$ cat config.mk
export PLATFORM = sky130hd
export DESIGN_NAME = pipe_ctrl
export DESIGN_NICKNAME = d
export VERILOG_FILES = /design/src/rtl/pipe_pkg.sv /design/src/rtl/perf_counter.sv /design/src/rtl/pipe_ctrl.sv
export SDC_FILE = /design/constraint.sdc
export NUM_CORES = 1
export LEC_CHECK = 0
export ABC_AREA = 1
export CORE_UTILIZATION = 38
export CTS_CLUSTER_SIZE = 25
export DETAILED_ROUTE_END_ITERATION = 8
export PLACE_DENSITY = 0.63
export SKIP_LAST_GASP = 1
export SYNTH_ARGS = -nofsm -noshare
export SYNTH_HDL_FRONTEND = slang
export SYNTH_SLANG_ARGS = --single-unit
$ cat constraint.sdc
create_clock -name clk -period 2.8 [get_ports clk]
set_input_delay 0.84 -clock clk [delete_from_list [all_inputs] [get_ports clk]]
set_output_delay 0.84 -clock clk [all_outputs]
set_load 0.01 [all_outputs]
$ cat src/rtl/pipe_pkg.sv
// Shared types for the pipeline control block: forwarding selects, stage records
// and the forwarding-source pick used for both execute operands.
package pipe_pkg;

  // Record register fields are sized for the widest supported REG_AW
  localparam int unsigned REC_AW = 8;

  typedef enum logic [1:0] {
    FWD_REG = 2'b00,
    FWD_MEM = 2'b01,
    FWD_WB  = 2'b10
  } fwd_sel_e;

  typedef struct packed {
    logic              valid;
    logic [REC_AW-1:0] rd;
    logic              regwrite;
    logic              is_load;
    logic              mem_req;
    logic [REC_AW-1:0] rs1;
    logic [REC_AW-1:0] rs2;
  } stage_rec_t;

  // Memory-stage ALU result wins over writeback; loads in M have no data yet
  function automatic fwd_sel_e fwd_pick(input stage_rec_t m, input stage_rec_t w,
                                        input logic [REC_AW-1:0] rs);
    if (m.valid && m.regwrite && !m.is_load && (m.rd != '0) && (m.rd == rs))
      return FWD_MEM;
    if (w.valid && w.regwrite && (w.rd != '0) && (w.rd == rs))
      return FWD_WB;
    return FWD_REG;
  endfunction

endpackage

$ cat src/rtl/perf_counter.sv
// Wrapping event counter with synchronous clear taking priority over increment.
module perf_counter #(
  parameter int unsigned CNT_W = 32
) (
  input  logic             clk,
  input  logic             reset,
  input  logic             inc,
  input  logic             clr,
  output logic [CNT_W-1:0] cnt
);

  always_ff @(posedge clk or negedge reset) begin
    if (!reset)    cnt <= '0;
    else if (clr)  cnt <= '0;
    else if (inc)  cnt <= cnt + CNT_W'(1);
  end

endmodule

$ cat src/rtl/pipe_ctrl.sv
// Five-stage pipeline hazard control: memory-wait freeze, redirect flush,
// load-use stall, operand forwarding and performance counters.
module pipe_ctrl
  import pipe_pkg::*;
#(
  parameter int unsigned REG_AW = 5,
  parameter int unsigned CNT_W  = 32
) (
  input  logic              clk,
  input  logic              reset,
  input  logic              id_valid,
  input  logic [REG_AW-1:0] id_rs1,
  input  logic [REG_AW-1:0] id_rs2,
  input  logic              id_use_rs1,
  input  logic              id_use_rs2,
  input  logic [REG_AW-1:0] id_rd,
  input  logic              id_regwrite,
  input  logic              id_is_load,
  input  logic              id_mem_req,
  input  logic              ex_redirect,
  input  logic              mem_ready,
  input  logic              cnt_clr,
  output logic              stall_f,
  output logic              stall_d,
  output logic              flush_d,
  output logic              flush_e,
  output logic              freeze,
  output logic [1:0]        fwd_a,
  output logic [1:0]        fwd_b,
  output logic              valid_e,
  output logic              valid_m,
  output logic              valid_w,
  output logic [CNT_W-1:0]  cnt_cycle,
  output logic [CNT_W-1:0]  cnt_retired,
  output logic [CNT_W-1:0]  cnt_stall,
  output logic [CNT_W-1:0]  cnt_flush
);

  stage_rec_t e_rec, m_rec, w_rec, id_rec;
  logic       mem_wait, redirect, load_use;

  always_comb begin
    id_rec          = '0;
    id_rec.valid    = id_valid;
    id_rec.rd       = REC_AW'(id_rd);
    id_rec.regwrite = id_regwrite;
    id_rec.is_load  = id_is_load;
    id_rec.mem_req  = id_mem_req;
    id_rec.rs1      = REC_AW'(id_rs1);
    id_rec.rs2      = REC_AW'(id_rs2);
  end

  assign mem_wait = m_rec.valid & m_rec.mem_req & ~mem_ready;
  // A redirect held during a wait is naturally taken once the wait releases E
  assign redirect = ex_redirect & e_rec.valid & ~mem_wait;
  assign load_use = e_rec.valid & e_rec.is_load & e_rec.regwrite & (e_rec.rd != '0)
                  & id_valid
                  & ((id_use_rs1 & (id_rec.rs1 == e_rec.rd))
                   | (id_use_rs2 & (id_rec.rs2 == e_rec.rd)));

  // Hazard priority: memory wait, then redirect, then load-use
  always_comb begin
    stall_f = 1'b0;
    stall_d = 1'b0;
    flush_d = 1'b0;
    flush_e = 1'b0;
    freeze  = 1'b0;
    if (mem_wait) begin
      freeze  = 1'b1;
      stall_f = 1'b1;
      stall_d = 1'b1;
    end else if (redirect) begin
      flush_d = 1'b1;
      flush_e = 1'b1;
    end else if (load_use) begin
      stall_f = 1'b1;
      stall_d = 1'b1;
      flush_e = 1'b1;
    end
  end

  always_ff @(posedge clk or negedge reset) begin
    if (!reset) begin
      e_rec <= '0;
      m_rec <= '0;
      w_rec <= '0;
    end else if (mem_wait) begin
      w_rec <= '0;
    end else begin
      e_rec <= flush_e ? '0 : id_rec;
      m_rec <= e_rec;
      w_rec <= m_rec;
    end
  end

  assign fwd_a = e_rec.valid ? fwd_pick(m_rec, w_rec, e_rec.rs1) : FWD_REG;
  assign fwd_b = e_rec.valid ? fwd_pick(m_rec, w_rec, e_rec.rs2) : FWD_REG;

  assign valid_e = e_rec.valid;
  assign valid_m = m_rec.valid;
  assign valid_w = w_rec.valid;

  // Source fields carried past execute are kept only for record uniformity
  logic unused_bits;
  assign unused_bits = ^{m_rec.rs1, m_rec.rs2, w_rec.rs1, w_rec.rs2,
                         w_rec.is_load, w_rec.mem_req};

  perf_counter #(.CNT_W(CNT_W)) u_cnt_cycle (
    .clk(clk), .reset(reset), .inc(1'b1), .clr(cnt_clr), .cnt(cnt_cycle));
  perf_counter #(.CNT_W(CNT_W)) u_cnt_retired (
    .clk(clk), .reset(reset), .inc(valid_w), .clr(cnt_clr), .cnt(cnt_retired));
  perf_counter #(.CNT_W(CNT_W)) u_cnt_stall (
    .clk(clk), .reset(reset), .inc(stall_f), .clr(cnt_clr), .cnt(cnt_stall));
  perf_counter #(.CNT_W(CNT_W)) u_cnt_flush (
    .clk(clk), .reset(reset), .inc(redirect), .clr(cnt_clr), .cnt(cnt_flush));

endmodule
After elaboration in Yosys (flattened, before gate mapping)
Cells that the tools add are included.
- logic and storage cells: 94
- input bits: 26
- output and inout port bits: 140
- bits in registers: 194
- bitwise operators: 14
- multiplexer cells: 33
- add/sub/neg operators: 4
- reductions and logical operators: 16
- equal/unequal tests: 6
- operator list (operator ; number):
    two-way mux 32 bit ; 7
    adder 32 x 1 -> 32 bit (second input constant) ; 4
    two-way mux 28 bit ; 2
    == test 8 bit ; 4
    nonzero test 8 bit ; 3
    two-way mux 2 bit ; 10
    == test 5 x 8 -> 1 bit ; 2
    two-way mux 1 bit ; 14
    bitwise AND 1 bit ; 11
    logical AND 1 bit ; 9
    nonzero test 2 bit ; 3
    NOT 1 bit ; 2
    zero test 1 bit ; 1
    bitwise OR 1 bit ; 1

Longest topological paths before layout
- depth in word-level cells: 10
- gate-level depth with buffers: 11
- mapped depth without buffers: 11

By module
A second synthesis with hierarchy kept.
- cell total of the unflattened synthesis: 1365
- area, all modules: 9545.4 um^2
- modules (own cells, without submodules) (module ; cells each ; times used ; area an instance (um^2)):
    perf_counter ; 273 ; 4 ; 1889.3
    pipe_ctrl ; 273 ; 1 ; 1988.2

Worst setup path before layout
No wires, ideal clock.
- kind: input to output
- start point: input id_rs2[1]
- end point: output flush_e
- buffers on the path: 1
- path slack: 0.212 ns
- arrival time: 1.748 ns
- data required time: 1.960 ns
- stages: 9
- cell sequence: inv_1 > nand2_1 > nand2_1 > nor2_1 > nand3_1 > nand2_2 > nand2_2 > buf_2 > o21ai_0
- longest elaborated chain between the ends: 7
- RTL lines (what ; RTL line ; RTL):
    from (decl) ; pipe_ctrl.sv:13 ; input logic [REG_AW-1:0] id_rs2,
    == test 5 x 8 -> 1 bit ; pipe_ctrl.sv:59 ; | (id_use_rs2 & (id_rec.rs2 == e_rec.rd)));
    bitwise AND 1 bit ; pipe_ctrl.sv:59 ;
    bitwise OR 1 bit ; pipe_ctrl.sv:59 ;
    bitwise AND 1 bit ; pipe_ctrl.sv:58 ; & ((id_use_rs1 & (id_rec.rs1 == e_rec.rd))
    two-way mux 1 bit ; pipe_ctrl.sv:75 ; end else if (load_use) begin
    two-way mux 1 bit ; pipe_ctrl.sv:72 ; end else if (redirect) begin
    two-way mux 1 bit ; pipe_ctrl.sv:68 ; if (mem_wait) begin
    to (decl) ; pipe_ctrl.sv:26 ; output logic flush_e,
Every way passes these cells.

Worst setup path after layout
- start point: register m_rec[20] (netlist name)
- end point: output fwd_b[1]
- longest elaborated chain between the ends: 6
- elaborated cells between the ends (all ways): 7
- classes of those cells: eq/ne (1); mux (3); reduce/logical (3)
- RTL lines (what ; RTL line ; RTL):
    from (decl) ; pipe_ctrl.sv:39 ; stage_rec_t e_rec, m_rec, w_rec, id_rec;
    from (signal assigned) ; pipe_ctrl.sv:91 ; m_rec <= e_rec;
    nonzero test 8 bit ; pipe_pkg.sv:27 ; if (m.valid && m.regwrite && !m.is_load && (m.rd != '0) && (m.rd == rs))
    logical AND 1 bit ; pipe_pkg.sv:27 ;
    logical AND 1 bit (*) ; pipe_pkg.sv:27 ;
    two-way mux 1 bit (*) ; pipe_pkg.sv:27 ;
    two-way mux 2 bit (*) ; pipe_pkg.sv:29 ; if (w.valid && w.regwrite && (w.rd != '0) && (w.rd == rs))
    two-way mux 2 bit (*) ; pipe_ctrl.sv:97 ; assign fwd_b = e_rec.valid ? fwd_pick(m_rec, w_rec, e_rec.rs2) : FWD_REG;
    to (decl) ; pipe_ctrl.sv:29 ; output logic [1:0] fwd_b,
Mark *: on every way between the ends. The rest lies on a longest branch, timed or not.

==> results.cfg <==
[global_routing]
grt_pass1_wl_um = 46800
antenna_found_initial = 0
grt_remaining_overflow = 0
grt_start_max_net_pins = 52
grt_pass1_vias = 9065
grtUsageTotal_pct = 21.9

[synthesis]
syn_area_per_cell_um2 = 7.01
synthesis.nets = 1448
synth_compound_area_share_pct = 6.84
synth-edff-count = 0
synth_simple_gate_area_share_pct = 39.3
synth_fa_ha_area_share_pct = 0.504
muxShareOfSynthArea_pct = 0
synthCells = 1418
yosys_warnings = 0
synth_top_family_by_area = simple AND/OR/NAND/NOR gates
synth_common_cells = nand2_1, nor2_1, dfrtp_1, inv_1, nand3_1
synth.most_common_cell = nand2_1
synth-main-ff-cell = dfrtp_1
synthArstFlopShare_pct = 100
synth_top_area_share_pct = 41.0
yosysSeqAreaShare_pct = 41.0
synth.distinct_cells = 40
synth_top_area_cell = dfrtp_1
synth_area_leaders = dfrtp_1, nand2_1, nor2_1
syn_area_um2 = 9940
synth-seq-cells = 163
synth_xor_area_share_pct = 4.05

[die]
die_h_um = 164
die_width_um = 164
ios = 166
core_area_um2 = 25400
die_area_um2 = 26800
rows = 58
initial_utilization_pct = 39.1

[setup_path]
cpPeakStageDelay_ns = 0.56
crit_path_end_kind = output port
crit_type = reg2out
cp.required_ns = 1.96
slowest_stage = clkdlybuf4s50_1
startpoint_type = register
cp_top_family = buffers and inverters
crit_fanout = 4
arrival_ns = 2.14
path_common_cell = inv_1
crit_chain = inv_1 > nand4_1 > o21ai_1 > inv_1 > a21oi_2 > clkdlybuf4s50_1
crit_buf_inv = 3

[placement]
dpl_cell_area_um2 = 12200
place_ws_ns = -0.636
io_buffers = 165
gp_congestion = 0.917
hpwl_um = 21400

[clocking]
cts_setup_buffers = 0
cts_hold_buf = 0
htreeDepth = 4
cts.sink_count = 163
cts_inserted_buffers = 17
clk_pin_slew_worst_paths_ns = 0.07
clock_latency_ns = 0.43
clockRootBuffer = clkbuf_16
cts_tree = built
clock_path_buffers = 2

[sta]
finalHoldViolCount = 0
worst_slew_pin_slew_ns = 0.525
fin_tns_setup_ns = -0.177
worst_slack_ns = -0.177
period_share_pct = 106
skew_ns = 0.0121
max_clock_freq_mhz = 336
slew_viol_final = 0
period_needed_ns = 2.98
finalSetupViolations = 1
fin_hold_ws_ns = 0.364
relSlewSlack_pct = 65.0
rsz0062_at_grt = true

[layout]
diodes = 0
fin_nets = 1633
final_area_um2 = 12700
area_delta_synth_final_pct = 27.7
drive_gt1_share_pct = 8.23
utilization_pct = 50.0
fillCellCount = 2536

[route]
drc = 0
wire_per_inst_um = 14.7
via_per_inst = 5.10
routed_wl_um = 28600
drt_iter0_drc = 840
drtPass1Iterations = 7
ant_nets = 0
dr_total_vias = 9922

[power_and_ir_drop]
power_frac_seq_pct = 47.0
intPower_mw = 3.90
vdd.ir_drop.worst_v = 0.000310
swShare_pct = 28.7
power.share.clock_pct = 40.2
power_density_nw_per_um2 = 430
switchingPower_mw = 1.56
leakagePower_nw = 5.57
p_comb_share_pct = 12.8

[worst_hold_path]
hold_path.class = in2async

[status]
violations = negative setup slack
outcome = finished with violations

[flow_run]
maxCapViolCount = 0
==> registers in the layout (all words and copies together) (netlist names) <==
signal and count:
w_rec 6, valid_w 1, u_cnt_retired.cnt 32, u_cnt_stall.cnt 32, u_cnt_flush.cnt 32, valid_e 1
e_rec 18, u_cnt_cycle.cnt 32, m_rec 8, valid_m 1
==> worst reg2reg max path, stage by stage (launching register included) <==
cell     delay, ns
dfrtp_1       0.35
buf_4         0.14
nand2_1       0.09
nor2_4        0.17
buf_4         0.15
nor2_2        0.04
buf_4         0.21
nor2_8        0.37
inv_2         0.17
nand4_1       0.12
o21ai_0       0.08
==> layer usage <==
| metal | part of all wire, % | track usage, % |
|---|---|---|
| met2 | 45 | 33.8 |
| met1 | 49 | 31.7 |
| met5 | 0 | 0 |
| met3 | 4.6 | 2.93 |
| met4 | 1.6 | 6.61 |
==> cell families (layout without fill, tap and decap cells) <==
family                   Yosys count  after routing
buffers and inverters            207            405
adder cells (fa/ha/maj)            4              4
flip-flops                       163            163
AND/OR/NAND/NOR                  866            866
AO/OA/AOI/OAI                    132            132
XOR/XNOR                          46             46
==> placed cells by master (no fill, tap or decap), drive strengths merged, types with 6 or more instances in the layout <==
master / netlist / layout
clkinv: 1 / 6
dfrtp: 163 / 163
buf: 27 / 45
clkdlybuf4s50: 0 / 143
inv: 167 / 169
a21oi: 46 / 46
nand3b: 14 / 14
o21ai: 76 / 76
xor2: 28 / 28
nand2: 390 / 390
nand3: 113 / 113
nand4: 76 / 76
nor3: 53 / 53
nor2: 212 / 212
xnor2: 18 / 18
clkbuf: 12 / 28
==> path summary, 6_finish.rpt <==
check / cells past startpoint / endpoint / slack [ns] / from
worst max-delay path: 6 / fwd_b[1] / -0.18 / m_rec[20]
worst min-delay path: 1 / u_cnt_retired.cnt[19] / 0.36 / reset
worst max register to register: 10 / u_cnt_flush.cnt[31] / 0.80 / valid_m
worst min register to register: 2 / m_rec[16] / 0.45 / e_rec[16]
max in group asynchronous: 2 / u_cnt_flush.cnt[27] / 1.74 / reset
min in group clk: 2 / m_rec[16] / 0.45 / e_rec[16]
==> area by class of cell <==
type	instances	area [um2]	area share, %
Multi-Input combinational cell	1048	5080	40.0
Sequential cell	163	4080	32.1
Timing Repair Buffer	205	1940	15.3
Inverter	168	632	4.98
Clock buffer	20	447	3.52
Tap cell	330	413	3.25
Clock inverter	12	101	0.798
==> power by group through the flow <==
stage                     clock network [mW]  registers (mW)  logic [mW]
after CTS                               2.25            2.57       0.695
after detailed placement                   0            2.61       0.696
final                                   2.20            2.57       0.697
after global placement                     0            2.61       0.689
after global routing                    2.34            2.58       0.780
after floorplan                            0            2.59       0.380
==> timing repair <==
item                                    4_1_cts  5_1_grt
pin swaps                                    10       13
endpoints found under the hold margin         0        0
resized for setup                            38       25
endpoints found under the setup margin        9        8
==> per-stage QoR <==
step	std cells	total power, mW
CTS	1946	5.52
global route	1946	5.70
detailed placement	1914	3.31
floorplan	1418	2.97
global placement	1914	3.30
finish	1946	5.46
No activity file was read; power rests on OpenSTA's default activity.
